`src/rtl/spi_master_dx.sv`:
```
`default_nettype none
// +-----------------------------------------------------------------------------+
// | Module   : spi_master_dx                                                    |
// | Function : SPI master, runtime cpol/cpha, cs_n setup/trail hold windows.    |
// |            Receive path present only when SPI_MASTER_DX_RX_EN is defined.   |
// | Revision : 1.0                                                              |
// +-----------------------------------------------------------------------------+
module spi_master_dx #(
  parameter int         DATA_W          = 16,
  parameter int         CLK_DIV         = 1,
  parameter logic [5:0] CS_N_HOLD_COUNT = 6'd3
) (
  input  logic              clk,
  input  logic              rst_n,
  input  logic              spi_start,
  input  logic [DATA_W-1:0] p_in,
  input  logic              cpol,
  input  logic              cpha,
  input  logic              miso,
  output logic              spi_ready,
  output logic [DATA_W-1:0] p_out,
  output logic              p_out_valid,
  output logic              s_clk,
  output logic              cs_n,
  output logic              mosi
);

  localparam int                 c_BIT_W    = $clog2(DATA_W);
  localparam logic [7:0]         c_DIV_LAST = 8'(CLK_DIV - 1);
  localparam logic [c_BIT_W-1:0] c_BIT_LAST = c_BIT_W'(DATA_W - 1);

  typedef enum logic [3:0] {
    ST_IDLE  = 4'b0001,
    ST_SETUP = 4'b0010,
    ST_SHIFT = 4'b0100,
    ST_TRAIL = 4'b1000
  } state_t;

  state_t               r_state;
  state_t               w_next;
  logic [5:0]           r_hold;
  logic [7:0]           r_div;
  logic [c_BIT_W-1:0]   r_bit;
  logic [DATA_W-1:0]    r_tx;
  logic                 r_cpol;
  logic                 r_cpha;
  logic                 r_sclk;
  logic                 r_mosi;
  logic                 w_hold_done;
  logic                 w_tick;
  logic                 w_lead;
  logic                 w_trail;
  logic                 w_last;

  assign w_hold_done = (r_hold == CS_N_HOLD_COUNT);
  assign w_tick      = (r_state == ST_SHIFT) && (r_div == c_DIV_LAST);
  // s_clk at its idle level means the coming toggle is a leading edge
  assign w_lead      = w_tick && (r_sclk == r_cpol);
  assign w_trail     = w_tick && (r_sclk != r_cpol);
  assign w_last      = w_trail && (r_bit == c_BIT_LAST);

  always_comb begin
    w_next = r_state;
    case (r_state)
      ST_IDLE:  if (spi_start)   w_next = ST_SETUP;
      ST_SETUP: if (w_hold_done) w_next = ST_SHIFT;
      ST_SHIFT: if (w_last)      w_next = ST_TRAIL;
      ST_TRAIL: if (w_hold_done) w_next = ST_IDLE;
      default:                   w_next = ST_IDLE;
    endcase
  end

  always_ff @(posedge clk or negedge rst_n) begin
    if (!rst_n) begin
      r_state <= ST_IDLE;
    end else begin
      r_state <= w_next;
    end
  end

  always_ff @(posedge clk or negedge rst_n) begin
    if (!rst_n) begin
      r_hold <= '0;
      r_div  <= '0;
      r_bit  <= '0;
      r_tx   <= '0;
      r_cpol <= 1'b0;
      r_cpha <= 1'b0;
      r_sclk <= 1'b0;
      r_mosi <= 1'b0;
    end else begin
      case (r_state)
        ST_IDLE: begin
          if (spi_start) begin
            r_cpol <= cpol;
            r_cpha <= cpha;
            r_sclk <= cpol;
            r_hold <= '0;
            r_div  <= '0;
            r_bit  <= '0;
            // cpha=0 must show the MSB before the first leading edge
            if (cpha) begin
              r_mosi <= 1'b0;
              r_tx   <= p_in;
            end else begin
              r_mosi <= p_in[DATA_W-1];
              r_tx   <= {p_in[DATA_W-2:0], 1'b0};
            end
          end
        end
        ST_SETUP, ST_TRAIL: begin
          r_hold <= w_hold_done ? '0 : r_hold + 6'd1;
        end
        ST_SHIFT: begin
          r_div <= w_tick ? '0 : r_div + 8'd1;
          if (w_tick) begin
            r_sclk <= ~r_sclk;
          end
          if (w_trail) begin
            r_bit <= w_last ? '0 : r_bit + c_BIT_W'(1);
          end
          if ((w_lead && r_cpha) || (w_trail && !r_cpha)) begin
            r_mosi <= r_tx[DATA_W-1];
            r_tx   <= {r_tx[DATA_W-2:0], 1'b0};
          end
          if (w_last) begin
            r_mosi <= 1'b0;
          end
        end
        default: ;
      endcase
    end
  end

  assign s_clk     = r_sclk;
  assign mosi      = r_mosi;
  assign cs_n      = r_state[0];
  assign spi_ready = (r_state == ST_IDLE);

`ifdef SPI_MASTER_DX_RX_EN
  logic [DATA_W-1:0] r_rx;
  logic [DATA_W-1:0] r_p_out;
  logic              r_valid;
  logic              w_sample;
  logic              w_done;

  assign w_sample = (w_lead && !r_cpha) || (w_trail && r_cpha);
  assign w_done   = (r_state == ST_TRAIL) && w_hold_done;

  always_ff @(posedge clk or negedge rst_n) begin
    if (!rst_n) begin
      r_rx    <= '0;
      r_p_out <= '0;
      r_valid <= 1'b0;
    end else begin
      if ((r_state == ST_IDLE) && spi_start) begin
        r_rx <= '0;
      end else if (w_sample) begin
        r_rx <= {r_rx[DATA_W-2:0], miso};
      end
      r_valid <= w_done;
      if (w_done) begin
        r_p_out <= r_rx;
      end
    end
  end

  assign p_out       = r_p_out;
  assign p_out_valid = r_valid;
`else
  logic w_unused_miso;
  assign w_unused_miso = miso;
  assign p_out         = '0;
  assign p_out_valid   = 1'b0;
`endif

endmodule
`default_nettype wire
```
`config.mk`:
```
export PLATFORM = sky130hd
export DESIGN_NAME = spi_master_dx
export DESIGN_NICKNAME = d
export VERILOG_FILES = /design/src/rtl/spi_master_dx.sv
export SDC_FILE = /design/constraint.sdc
export NUM_CORES = 1
export LEC_CHECK = 0
export BUFFER_PORTS_ARGS = -buffer_cell sky130_fd_sc_hd__buf_2
export CORE_MARGIN = 3
export CORE_UTILIZATION = 45
export DETAILED_ROUTE_END_ITERATION = 10
export GPL_ROUTABILITY_DRIVEN = 0
export PLACE_DENSITY = 0.69
export SLEW_MARGIN = 20
export SYNTH_ARGS = -nofsm -noshare
export SYNTH_HDL_FRONTEND = slang
export SYNTH_SLANG_ARGS = --single-unit
```
`constraint.sdc`:
```
create_clock -name clk -period 2.2 [get_ports clk]
set_input_delay 0.44 -clock clk [delete_from_list [all_inputs] [get_ports clk]]
set_output_delay 0.44 -clock clk [all_outputs]
set_load 0.02 [all_outputs]
```
== Word level (Yosys, flattened, before mapping) ==
Cells that the tools add are included.

* Register bits after elaboration: 42
* Input port bits: 22
* Output and inout port bits: 21
* Word-level logic and storage cells: 76

* Add/sub/neg operators: 3
* Eq/ne operators: 16
* Mux-type cells: 27
* Bitwise logic cells: 1
* Reduce and logical (&&, ||, !) cells: 20

{| class="wikitable"
|+ Operators by type and width
! operator !! count
|-
| 16-bit 2-to-1 mux || 3
|-
| 16-bit case mux with 2 select lines || 1
|-
| 4-bit 2-to-1 mux || 7
|-
| 8-bit 2-to-1 mux || 2
|-
| 4-bit case mux with 4 select lines || 1
|-
| 8-bit case mux with 2 select lines || 1
|-
| 6-bit 2-to-1 mux || 2
|-
| 2-bit inequality test, second input constant || 6
|-
| 6-bit case mux with 2 select lines || 1
|-
| 3-bit AND reduction || 4
|-
| 8-bit by 1-bit adder with 8-bit output, second input constant || 1
|-
| 4-bit == test, second input constant || 2
|-
| 8-bit zero test || 1
|-
| 4-bit case mux with 2 select lines || 1
|-
| 6-bit by 1-bit adder with 6-bit output, second input constant || 1
|-
| 6-bit by 2-bit == test with 1-bit output, second input constant || 1
|-
| 1-bit logical AND || 6
|-
| 1-bit 2-to-1 mux || 6
|-
| 2-bit AND reduction || 3
|-
| 4-bit by 1-bit adder with 4-bit output, second input constant || 1
|-
| 4-bit by 1-bit == test with 1-bit output, second input constant || 1
|-
| 4-bit by 2-bit == test with 1-bit output, second input constant || 1
|-
| 4-bit by 3-bit == test with 1-bit output, second input constant || 1
|-
| 1-bit case mux with 2 select lines || 2
|-
| 10 further kinds || 11
|}

== Longest topological paths before layout ==
Gate-level depths: netlist of run 1.

* Depth after elaboration: 8
* Gate-level depth with buffers: 8
* Gate-level depth less buffers: 7

== Worst setup path after synthesis of run 1 ==
OpenSTA, ideal clock, no wires.

* Path kind: register to register
* Start: register r_state[0]
* End: register r_mosi, in the netlist mosi
* Setup time: 125 ps
* Arrival: 2499 ps
* Required time: 2075 ps
* Setup slack: -423 ps
* Stages on the path, launching flop included: 7
* Buffers on the path: 1
* Clock period less this slack: 2623 ps
* Path through: dfstp_2 -> clkbuf_1 -> nor4b_1 -> a21oi_1 -> or2_2 -> a21oi_1 -> mux2_2

* Elaborated cells between the ends (all ways): 15
* Classes of those cells: eq/ne: 4; mux: 2; reduce/logical: 9

{| class="wikitable"
|+ RTL lines
! element !! line !! text
|-
| start, declared || 39 || <nowiki>state_t r_state;</nowiki>
|-
| start signal, assigned || 77 || <nowiki>r_state <= w_next;</nowiki>
|-
| 4-bit by 1-bit == test with 1-bit output * || n/a ||
|-
| named net spi_ready || 20 || <nowiki>output logic spi_ready,</nowiki>
|-
| 2-bit inequality test (no line) or 2-bit nonzero test (tied branches) || n/a ||
|-
| 3-bit AND reduction (no line) || n/a ||
|-
| end signal, assigned || 106 || <nowiki>r_mosi <= p_in[DATA_W-1];</nowiki>
|-
| end signal, assigned || 123 || <nowiki>r_mosi <= r_tx[DATA_W-1];</nowiki>
|-
| end, declared || 48 || <nowiki>logic r_mosi;</nowiki>
|}

The timed path passes the listed nets; every way through them passes the cells marked *.
A chain may end at the register's enable or synchronous reset.

== Final worst setup path of run 1 ==
* Start: register r_div[0]
* End: register r_mosi, in the netlist mosi

* Longest elaborated chain between the ends: 7
* Elaborated cells between the ends (all ways): 12
* Classes of those cells: eq/ne: 1; mux: 2; reduce/logical: 9

{| class="wikitable"
|+ Ends and longest elaborated chain
! element !! line !! text
|-
| start, declared || 42 || <nowiki>logic [7:0] r_div;</nowiki>
|-
| start signal, assigned || 115 || <nowiki>r_div <= w_tick ? '0 : r_div + 8'd1;</nowiki>
|-
| 8-bit zero test * || 56 || <nowiki>assign w_tick = (r_state == ST_SHIFT) && (r_div == c_DIV_LAST);</nowiki>
|-
| 1-bit logical AND * || 56 ||
|-
| 1-bit logical AND (on tied branches) || 58, 59 ||
|-
| 1-bit logical AND || 122 || <nowiki>if ((w_lead && r_cpha) || (w_trail && !r_cpha)) begin</nowiki>
|-
| 1-bit logical OR || 122 ||
|-
| 3-bit by 2-bit inequality test with 1-bit output (no line) || n/a ||
|-
| 3-bit AND reduction (no line) || n/a ||
|}

Mark *: on every way between the ends. The rest lies on a longest branch, timed or not.

==> qor.csv, run 1 <==
stage,metric,value,unit
outcome,status,"finished, final reports clean",
worst_setup_path,critical_path_arrival,2.24,ns
drt,vias,1885,
synthesis,synth_adder_area_share,0.0198,
sta,finalSetupViolCount,0,
synthesis,ys_seq_area_frac,0.415,
final_layout,area_delta_synth_final,13.6,%
drt,drt-vias-per-instance,5.16,
final_layout,drive_gt1_frac,0.251,
final_layout,finalNetCount,320,
final_layout,antenna_cells,0,
clocking,htreeDepth,2,
floorplanning,core-area,5270,um2
final_layout,fin_cells,365,
floorplanning,start_util,0.481,
placed_design,hpwl,3410,um
sta,rsz0062_at_grt,no,
drt,totalWireLength,4600,um
global_routing,antenna_found_initial,0,
sta,max_slew_margin,0.664,
synthesis,synth-main-ff-cell,dfrtp_1,
min_path,hold_class,in -> async,
synthesis,yosys.area_share.simple,0.154,
synthesis,synth-seq-cells,42,
final_layout,final_common_cell,o21ai_0,
synthesis,ys_types,45,
placed_design,io_buffers,24,
drt,drc,0,
global_routing,grt_start_max_net_pins,30,
drt,dr.first_iter.drc_count,59,
sta,hold_viol,0,
floorplanning,dieArea,6570,um2
floorplanning,die_w,81.0,um
worst_setup_path,cp_max_fo,6,
sta,worst_pin_slew,0.504,ns
synthesis,synth-compound-area-share,0.155,
drt,dr.pass1.iters,4,
floorplanning,io_pins,43,
synthesis,synth_top_family_by_area,compound AO/OA/AOI/OAI gates,
sta,fmax,488,MHz
global_routing,grt_usage,0.149,
sta,final_max_slew_viol_count,0,
placed_design,placedCellCount,357,
worst_setup_path,cp.required,2.39,ns
floorplanning,die_h,81.0,um
synthesis,syn_area_per_cell,9.67,um2
synthesis,yosys_warnings,0,
sta,post-route-period-util,0.931,
final_layout,fill_cells,480,
final_layout,mostFrequentLayoutCells,"o21ai_0 (44), dfrtp_1 (41), nand2_1 (25)",
power_and_ir_drop,leakage,1.32,nW
worst_setup_path,critPathLaunchType,flop,
clocking,cts_tree,built,
clocking,clk_pin_slew,0.09,ns
global_routing,gr-total-overflow,0,
final_layout,multiInputGateArea,1360,um2
synthesis,netlist_area,2530,um2
final_layout,seq_area,1050,um2
worst_setup_path,endpoint_kind,flop,
clocking,clockBufferDepth,2,
sta,finClkSkew,0.0147,ns
synthesis,async_flop_share,1.00,
worst_setup_path,critPathKind,reg -> reg,
sta,fin_crit,2.05,ns
global_routing,grt_pass1_vias,1757,
clocking,clock-sinks,42,
job,maxCapViolCount,0,
sta,setup_tns,0,ns
clocking,clk_latency,0.30,ns
synthesis,syn_inst,262,
power_and_ir_drop,power.density,910,nW/um2
synthesis,synth_edf_count,0,
floorplanning,rows,26,
clocking,cts_setup_buffers,0,
global_routing,grt_pass1_wl,7820,um
drt,routedWlPerCell,12.6,um
drt,drtAntennaViolNets,0,
synthesis,synthXorXnorAreaFrac,0.0207,
power_and_ir_drop,ir_worst_vdd,443,uV
clocking,cts_root_buf,clkbuf_8,
synthesis,synthMuxAreaShare,0.144,
clocking,cts_buffers,5,
per-layer routing:
layer,share of wire,GRT usage,up-vias
li1,-,-,954
met1,0.49,0.209,885
met2,0.45,0.235,43
met3,0.050,0.0288,3
met4,0.0063,0.0456,0
met5,0,0,-
flip-flops by register name (all words and copies together) (netlist names):
name,count
mosi,1
r_state,4
r_bit,4
s_clk,1
r_hold,6
r_cpol,1
r_tx,16
r_cpha,1
r_div,8
through the flow:
stage               hold slack (ns)  power, mW  worst slack, ns  instance area, um2  utilization
detailed placement            0.438       2.12           0.0968                2760        0.524
floorplan                     0.144       1.87           0.0580                2610            -
global route                  0.142       2.79           0.0265                2880        0.546
finish                        0.108       2.62            0.153                2880        0.546
CTS                           0.118       2.64           0.0934                2860        0.542
global placement              0.436       2.09            0.135                2760        0.524
worst max-delay path, stage by stage (launching register included):
cell and delay [ns]:
dfrtp_1 0.43, inv_1 0.08, ha_1 0.14, nor4b_4 0.23
buf_4 0.16, a21oi_1 0.04, or2_2 0.31, a21oi_1 0.19
mux2_2 0.36
path summary, 6_finish.rpt:
kind / from / endpoint / slack [ns] / cells past startpoint
max reg2reg: r_div[0] / mosi / 0.15 / 8
min in group clk: p_in[0] / r_tx[0] / 0.42 / 3
max: r_div[0] / mosi / 0.15 / 8
min: rst_n / r_tx[5] / 0.11 / 1
min reg2reg: r_cpol / r_cpol / 0.50 / 2
max in group asynchronous: rst_n / s_clk / 1.61 / 2
timing repair:
item	CTS	global route
hold buffers	0	0
setup endpoints to repair	0	15
resized for setup	0	4
hold endpoints to repair	0	0
kinds of logic (layout without fill, tap and decap cells):
kind of cell             after synthesis  count (layout)
AO/OA/AOI/OAI                         64              64
buffers and inverters                 39              56
XOR/XNOR                               6               6
AND/OR/NAND/NOR                       74              74
other                                  1              17
flip-flops                            42              42
multiplexers                          32              32
adder cells (fa/ha/maj)                4               4
cells in the mapped netlist (5+ instances only):
master    count  area (um2)
dfrtp_1      41        1030
mux2i_1      15         150
nand2_1      26        97.6
mux2_2       11         124
buf_4        17         128
nand3_1      10        50.1
o21ai_0      45         225
mux2_4        6        90.1
inv_1        10        37.5
nor2_1       10        37.5
clkbuf_1      6        22.5
and3_1        5        31.3
report_power, final:
group | switching (mW) | internal (mW) | leakage (nW)
clock network | 0.281 | 0.227 | 0.0408
logic | 0.485 | 0.470 | 0.740
registers | 0.159 | 0.999 | 0.539
total | 0.925 | 1.70 | 1.32
cell type report:
cell class	count	area share
Multi-Input combinational cell	197	0.472
Timing Repair Buffer	38	0.0869
Clock buffer	5	0.0239
Inverter	10	0.0130
Tap cell	70	0.0304
Clock inverter	3	0.00826
Sequential cell	42	0.365
Note: power is estimated with default switching activity, not from simulation.
==> run 2, diff against run 1 <==
Settings changed: ABC_AREA set to 1, PLACE_DENSITY 0.69 to 0.68.
==> run 2 against run 1 <==
  * Maximum frequency rose by 4.6%
  * Register-to-register slack better by 0.29 ns
  * Synthesized area grew 5.0%
  * Synthesized cell count increased by 45%
  * Hold slack better by 0.075 ns
  * Via count grew 20%
  * Utilization decreased by 3.6 points
  * Clock power rose by 16%
  * Wire length grew 13%
  * Worst setup slack improved by 0.090 ns
==> qor.csv, run 2 <==
stage,metric,value,unit,change
power_and_ir_drop,leakage,1.60,nW,was 1.32 nW
power_and_ir_drop,ir_worst_vdd,463,uV,was 443 uV
clocking,cts_root_buf,clkbuf_8,,unchanged
worst_setup_path,critPathKind,reg -> out,,was reg -> reg
sta,post-route-period-util,0.890,,was 0.931
final_layout,largest_reg_flops,16,,unchanged
worst_setup_path,endpoint_kind,output port,,was flop
global_routing,grt_start_max_net_pins,43,,was 30
floorplanning,rows,27,,was 26
power_and_ir_drop,pwr-share-clk,0.211,,was 0.194
placed_design,io_buffers,24,,unchanged
sta,max_slew_margin,0.646,,was 0.664
sta,hold_viol,0,,unchanged
drt,routedWlPerCell,10.9,um,was 12.6 um
drt,dr.first_iter.drc_count,99,,was 59
clocking,clk_latency,0.30,ns,about the same
sta,final_max_slew_viol_count,0,,unchanged
sta,fin_crit,1.96,ns,was 2.05 ns
drt,totalWireLength,5190,um,was 4600 um
synthesis,ys_seq_area_frac,0.396,,was 0.415
placed_design,hpwl,3610,um,was 3410 um
floorplanning,start_util,0.474,,was 0.481
clocking,ctsHoldBuffers,0,,unchanged
worst_setup_path,cp.required,1.76,ns,was 2.39 ns
synthesis,yosys_warnings,0,,unchanged
min_path,hold_class,in -> async,,unchanged
final_layout,mostFrequentLayoutCells,"nand2_1 (175), dfrtp_1 (41), nand3_1 (36)",,"was o21ai_0 (44), dfrtp_1 (41), nand2_1 (25)"
floorplanning,die_w,82.9,um,was 81.0 um
sta,fmax,511,MHz,was 488 MHz
worst_setup_path,cp_max_fo,3,,was 6
clocking,htreeDepth,2,,unchanged
synthesis,async_flop_share,1.00,,unchanged
sta,setup_tns,0,ns,unchanged
floorplanning,dieArea,6870,um2,was 6570 um2
final_layout,finalNetCount,428,,was 320
final_layout,largest-register,r_tx,,unchanged
final_layout,top_regs,"r_tx (16), r_div (8), r_hold (6)",,unchanged
job,maxCapViolCount,0,,unchanged
final_layout,post-route-util,0.510,,was 0.546
sta,setup_ws,0.242,ns,was 0.153 ns
final_layout,design_area,2860,um2,was 2880 um2
global_routing,grt_usage,0.155,,was 0.149
power_and_ir_drop,swShare,0.421,,was 0.353
power_and_ir_drop,p_total,2.79,mW,was 2.62 mW
drt,vias,2268,,was 1885
global_routing,antenna_found_initial,0,,unchanged
outcome,status,"finished, final reports clean",,unchanged
synthesis,synth-seq-cells,42,,unchanged
final_layout,final_common_cell,nand2_1,,was o21ai_0
power_and_ir_drop,internal_power,1.61,mW,was 1.70 mW
drt,drtAntennaViolNets,0,,unchanged
worst_setup_path,critPathLaunchType,flop,,unchanged
clocking,ctsResizeCount,0,,unchanged
power_and_ir_drop,power.density,973,nW/um2,was 910 nW/um2
power_and_ir_drop,p_seq_frac,0.397,,was 0.442
sta,finalSetupViolCount,0,,unchanged
synthesis,synthTopCellsByArea,"dfrtp_1 (39%), nand2_1 (25%), nand3_1 (6.8%)",,"was dfrtp_1 (40%), o21ai_0 (8.9%), mux2i_1 (5.9%)"
clocking,clock-sinks,42,,unchanged
global_routing,gr-total-overflow,0,,unchanged
worst_setup_path,critical_path_arrival,1.52,ns,was 2.24 ns
clocking,clockBufferDepth,2,,unchanged
placed_design,placed_cell_area,2750,um2,was 2760 um2
synthesis,synth_edf_count,0,,unchanged
synthesis,synth-main-ff-cell,dfrtp_1,,unchanged
clocking,cts_buffers,5,,unchanged
floorplanning,io_pins,43,,unchanged
synthesis,ys_types,31,,was 45
sta,finClkSkew,0.00827,ns,was 0.0147 ns
final_layout,area_delta_synth_final,7.57,%,was 13.6%
final_layout,antenna_cells,0,,unchanged
synthesis,syn_inst,379,,was 262
worst_setup_path,timing.reg2reg.setup_slack,0.44,ns,was 0.15 ns
clocking,cts_setup_buffers,0,,unchanged
power_and_ir_drop,p_switching,1.17,mW,was 0.925 mW
synthesis,netlist_area,2660,um2,was 2530 um2
floorplanning,die_h,82.9,um,was 81.0 um
synthesis,synthTopCellsByCount,"nand2_1 (175), dfrtp_1 (41), nand3_1 (36)",,"was o21ai_0 (45), dfrtp_1 (41), nand2_1 (26)"
floorplanning,core-area,5610,um2,was 5270 um2
power_and_ir_drop,pwr-share-comb,0.392,,was 0.364
clocking,clk_pin_slew,0.08,ns,was 0.09 ns
drt,dr.pass1.iters,4,,unchanged
sta,rsz0062_at_grt,no,,unchanged
synthesis,yosysTopAreaCellShare,0.386,,was 0.405
synthesis,syn_area_per_cell,7.02,um2,was 9.67 um2
final_layout,drive_gt1_frac,0.134,,was 0.251
sta,worst_pin_slew,0.530,ns,was 0.504 ns
drt,drt-vias-per-instance,4.77,,was 5.16
global_routing,grt_pass1_vias,2055,,was 1757
synthesis,yosysMostFrequentCell,nand2_1,,was o21ai_0
global_routing,grt_pass1_wl,8980,um,was 7820 um
drt,drc,0,,unchanged
clocking,cts_tree,built,,unchanged
placed_design,place_ws,0.489,ns,was 0.0968 ns
synthesis,synth_largest_area_cell,dfrtp_1,,unchanged
[run 2: cell count changes after synthesis, sizes merged, moves of 15 or more]
| cell | previous run | this run |
|---|---|---|
| nand2 | 26 | 181 |
| o21ai | 46 | 16 |
| nand3 | 10 | 39 |
| mux2 | 17 | 0 |
| inv | 10 | 26 |
| mux2i | 15 | 0 |
[run 2: layout make-up]
class / count / area [um2]
tap: 72 / 90.1
clock buffer: 8 / 110
sequential: 42 / 1050
inverter: 26 / 97.6
fill: 584 / 2750
multi-input combinational: 300 / 1370
timing repair buffer: 27 / 143
[run 2: logic make-up (layout without fill, tap and decap cells)]
logic type                 after synthesis  count (layout)  share of synthesized area
and+or+nand+nor                        249             249                      0.403
buffers and inverters                   53              61                      0.112
DFF                                     42              42                      0.396
AOI/OAI and AO/OA                       24              24                     0.0489
xor gates and xnor gates                 6               6                     0.0198
adders and majority gates                4               4                     0.0188
other                                    1              17                    0.00141
[run 2: stage by stage]
stage / instances / hold WS (ns)
6_report: 475 / 0.183
2_1_floorplan: 395 / 0.144
5_1_grt: 475 / 0.253
4_1_cts: 475 / 0.219
3_5_place_dp: 467 / 0.458
3_3_place_gp: 467 / 0.456
[run 2: critical path, cell delays in order, from the launching register on]
cell and delay (ns):
dfstp_2 0.57, inv_1 0.08, nor3_1 0.34, buf_2 0.24
[run 2: routing by layer]
metal	routed length (um)	track usage
met1	2490	0.202
met2	2380	0.251
met3	237	0.0347
met4	85	0.0594
met5	0	0
[run 2: power groups by stage]
| stage | Combinational [mW] | Sequential, mW | Clock [mW] |
|---|---|---|---|
| floorplan | 0.900 | 1.13 | 0 |
| global placement | 1.08 | 1.11 | 0 |
| detailed placement | 1.11 | 1.12 | 0 |
| CTS | 1.11 | 1.11 | 0.598 |
| global route | 1.26 | 1.13 | 0.630 |
| finish | 1.09 | 1.11 | 0.587 |
[run 2: final timing paths]
kind,start,endpoint,cells after the start
worst max-delay path,r_state[0],spi_ready,3
worst min-delay path,rst_n,r_tx[11],2
worst max register to register,r_div[0],r_tx[0],9
worst min register to register,r_tx[10],r_tx[10],2
max in group asynchronous,rst_n,r_bit[3],2
min in group clk,cpol,r_cpol,3
==> run 3, diff against run 2 <==
Settings changed: ABC_AREA 1 to unset, CORE_UTILIZATION 45 to 51, PLACE_DENSITY 0.68 to 0.76.
==> run 3 against run 2 <==
  * Critical path depth rose by 3
  * Combinational power shrank 6%
  * Cell area grew 2.0%
  * Via count is 14% lower
  * Clock-buffer cell count decreased by 1
  * Clock power down 12%
  * Maximum frequency fell by 6.4%
  * Die area decreased by 15%
  * Wire length is 6.1% lower
  * Sequential power is essentially flat
  * Clock skew fell by 0.0022 ns
  * Highest routed layer unchanged
==> qor.csv, run 3 (synthesis results as in run 1) <==
stage,metric,value,unit,change
outcome,status,"finished, final reports clean",,unchanged
final_layout,finalNetCount,328,,was 428
worst_setup_path,ff2ff_path_depth,6,,was 9
drt,dr.pass1.iters,4,,unchanged
worst_setup_path,crit_cells,6,,was 3
final_layout,area_delta_synth_final,15.2,%,was 7.57%
worst_setup_path,timing.rr.start,r_state[0],,was r_div[0]
global_routing,antenna_found_initial,0,,unchanged
worst_setup_path,crit_chain,buf_4 -> nand3b_1 -> or3_1 -> o31ai_4 -> buf_12 -> mux2_2,,was inv_1 -> nor3_1 -> buf_2
final_layout,largest-register,r_tx,,unchanged
clocking,clockBufferDepth,2,,unchanged
worst_setup_path,max_stage_delay,0.53,ns,was 0.57 ns
placed_design,place_ws,-0.188,ns,was 0.489 ns
power_and_ir_drop,ir_worst_vdd,724,uV,was 463 uV
floorplanning,die_h,76.5,um,was 82.9 um
final_layout,fill_cells,460,,was 584
power_and_ir_drop,power.density,912,nW/um2,was 973 nW/um2
sta,finClkSkew,0.00610,ns,was 0.00827 ns
final_layout,multiInputGateArea,1360,um2,was 1370 um2
sta,rsz0062_at_grt,no,,unchanged
sta,fmax,478,MHz,was 511 MHz
global_routing,gr-total-overflow,0,,unchanged
final_layout,drive_gt1_frac,0.264,,was 0.134
drt,dr.first_iter.drc_count,85,,was 99
sta,final_max_slew_viol_count,0,,unchanged
placed_design,io_buffers,24,,unchanged
job,maxCapViolCount,0,,unchanged
worst_setup_path,critPathKind,reg -> reg,,was reg -> out
clocking,clk_pin_slew,0.08,ns,about the same
sta,worst_pin_slew,0.520,ns,was 0.530 ns
floorplanning,dieArea,5850,um2,was 6870 um2
drt,drt-vias-per-instance,5.26,,was 4.77
worst_setup_path,critPathLaunchType,flop,,unchanged
clocking,clk_latency,0.29,ns,was 0.30 ns
sta,max_slew_margin,0.654,,was 0.646
sta,post-route-period-util,0.951,,was 0.890
worst_setup_path,timing.reg2reg.setup_slack,0.11,ns,was 0.44 ns
worst_setup_path,cp.required,2.37,ns,was 1.76 ns
clocking,cts_root_buf,clkbuf_8,,unchanged
drt,routedWlPerCell,13.2,um,was 10.9 um
sta,setup_ws,0.108,ns,was 0.242 ns
final_layout,antenna_cells,0,,unchanged
worst_setup_path,cp_slowest_cell,dfstp_2,,unchanged
sta,hold_viol,0,,unchanged
global_routing,grt_usage,0.175,,was 0.155
drt,totalWireLength,4880,um,was 5190 um
final_layout,mostFrequentLayoutCells,"o21ai_0 (45), dfrtp_1 (41), nand2_1 (26)",,"was nand2_1 (175), dfrtp_1 (41), nand3_1 (36)"
worst_setup_path,crit_family,simple AND/OR/NAND/NOR gates,,was flip-flops
global_routing,grt_start_max_net_pins,43,,unchanged
drt,vias,1947,,was 2268
global_routing,grt_pass1_wl,8440,um,was 8980 um
placed_design,hpwl,3450,um,was 3610 um
sta,finalSetupViolCount,0,,unchanged
floorplanning,die_w,76.5,um,was 82.9 um
final_layout,final_common_cell,o21ai_0,,was nand2_1
clocking,cts_tree,built,,unchanged
sta,fin_crit,2.09,ns,was 1.96 ns
floorplanning,core-area,4750,um2,was 5610 um2
worst_setup_path,r2r-end,r_tx[8],,was r_tx[0]
clocking,htreeDepth,2,,unchanged
final_layout,seq_area,1050,um2,unchanged
worst_setup_path,endpoint_kind,flop,,was output port
floorplanning,start_util,0.533,,was 0.474
drt,drtAntennaViolNets,0,,unchanged
final_layout,largest_reg_flops,16,,unchanged
final_layout,top_regs,"r_tx (16), r_div (8), r_hold (6)",,unchanged
global_routing,grt_pass1_vias,1890,,was 2055
clocking,cts_buffers,5,,unchanged
drt,drc,0,,unchanged
floorplanning,io_pins,43,,unchanged
clocking,clock-sinks,42,,unchanged
worst_setup_path,path_buf_inv,2,,unchanged
worst_setup_path,cp_max_fo,18,,was 3
floorplanning,rows,25,,was 27
power_and_ir_drop,leakage,1.35,nW,was 1.60 nW
min_path,hold_class,in -> async,,unchanged
sta,holdWs,0.212,ns,was 0.183 ns
worst_setup_path,critical_path_arrival,2.27,ns,was 1.52 ns
[run 3: cell count changes in the layout (fill, tap and decap cells not counted), moves of 6 or more]
| cell | before | now |
|---|---|---|
| inv_1 | 21 | 10 |
| nand2_1 | 175 | 26 |
| mux2_2 | 0 | 11 |
| mux2i_1 | 0 | 15 |
| nand3_1 | 36 | 10 |
| nor2_1 | 17 | 10 |
| buf_4 | 3 | 20 |
| o21ai_0 | 14 | 45 |
| mux2_4 | 0 | 6 |
[run 3: how the worst max path moves through the flow]
stage,slack [ns],startpoint,end
2_1_floorplan,0.06,r_div[0],r_tx[10]
3_3_place_gp,-0.11,r_state[3],r_tx[8]
3_5_place_dp,-0.19,r_state[3],r_tx[1]
4_1_cts,0.09,r_hold[0],r_hold[3]
5_1_grt,0.01,r_hold[0],r_hold[5]
6_report,0.11,r_state[0],r_tx[8]
[run 3: power breakdown]
part	total, mW	internal (mW)	leakage [nW]	switching, mW
sequential	1.12	0.998	0.539	0.126
clock	0.514	0.253	0.0482	0.260
combinational	1.02	0.483	0.760	0.542
[run 3: cell type report]
cell class,count,area share
flip-flops and latches,42,0.361
clock buffers,7,0.0296
multi-input cells,198,0.467
repair buffers,45,0.0995
inverters,10,0.0129
well taps,67,0.0287
clock inverters,1,0.00172
[run 3: layer usage]
layer	vias up	track usage	routed length [um]
met3	6	0.0449	208
met4	0	0.0543	47
met1	926	0.219	2250
met5	-	0	0
met2	39	0.295	2370
li1	976	-	-
[run 3: timing repair]
action / in CTS / in global routing
hold buffers: 0 / 0
resized for setup: 0 / 1
pin swaps: 1 / 1
gates cloned: 0 / 1
setup buffers: 1 / 0
endpoints found under the setup margin: 16 / 3
hold endpoints to repair: 0 / 0
[run 3: worst reg2reg max path: cells and delay by family, from the launching register on]
family | cells | cell delay, ns
AND/OR/NAND/NOR | 2 | 0.59
flip-flops | 1 | 0.53
buffers and inverters | 2 | 0.37
multiplexers | 1 | 0.35
AO/OA/AOI/OAI | 1 | 0.13
[run 3: through the flow]
step	TNS, ns	area, um2	utilization	std cells	power, mW
after floorplan	0	2610	-	278	1.87
after global placement	-1.21	2780	0.585	360	2.07
after detailed placement	-2.18	2780	0.585	360	2.11
after CTS	0	2890	0.608	369	2.66
after global routing	0	2920	0.614	370	2.83
final	0	2920	0.614	370	2.66
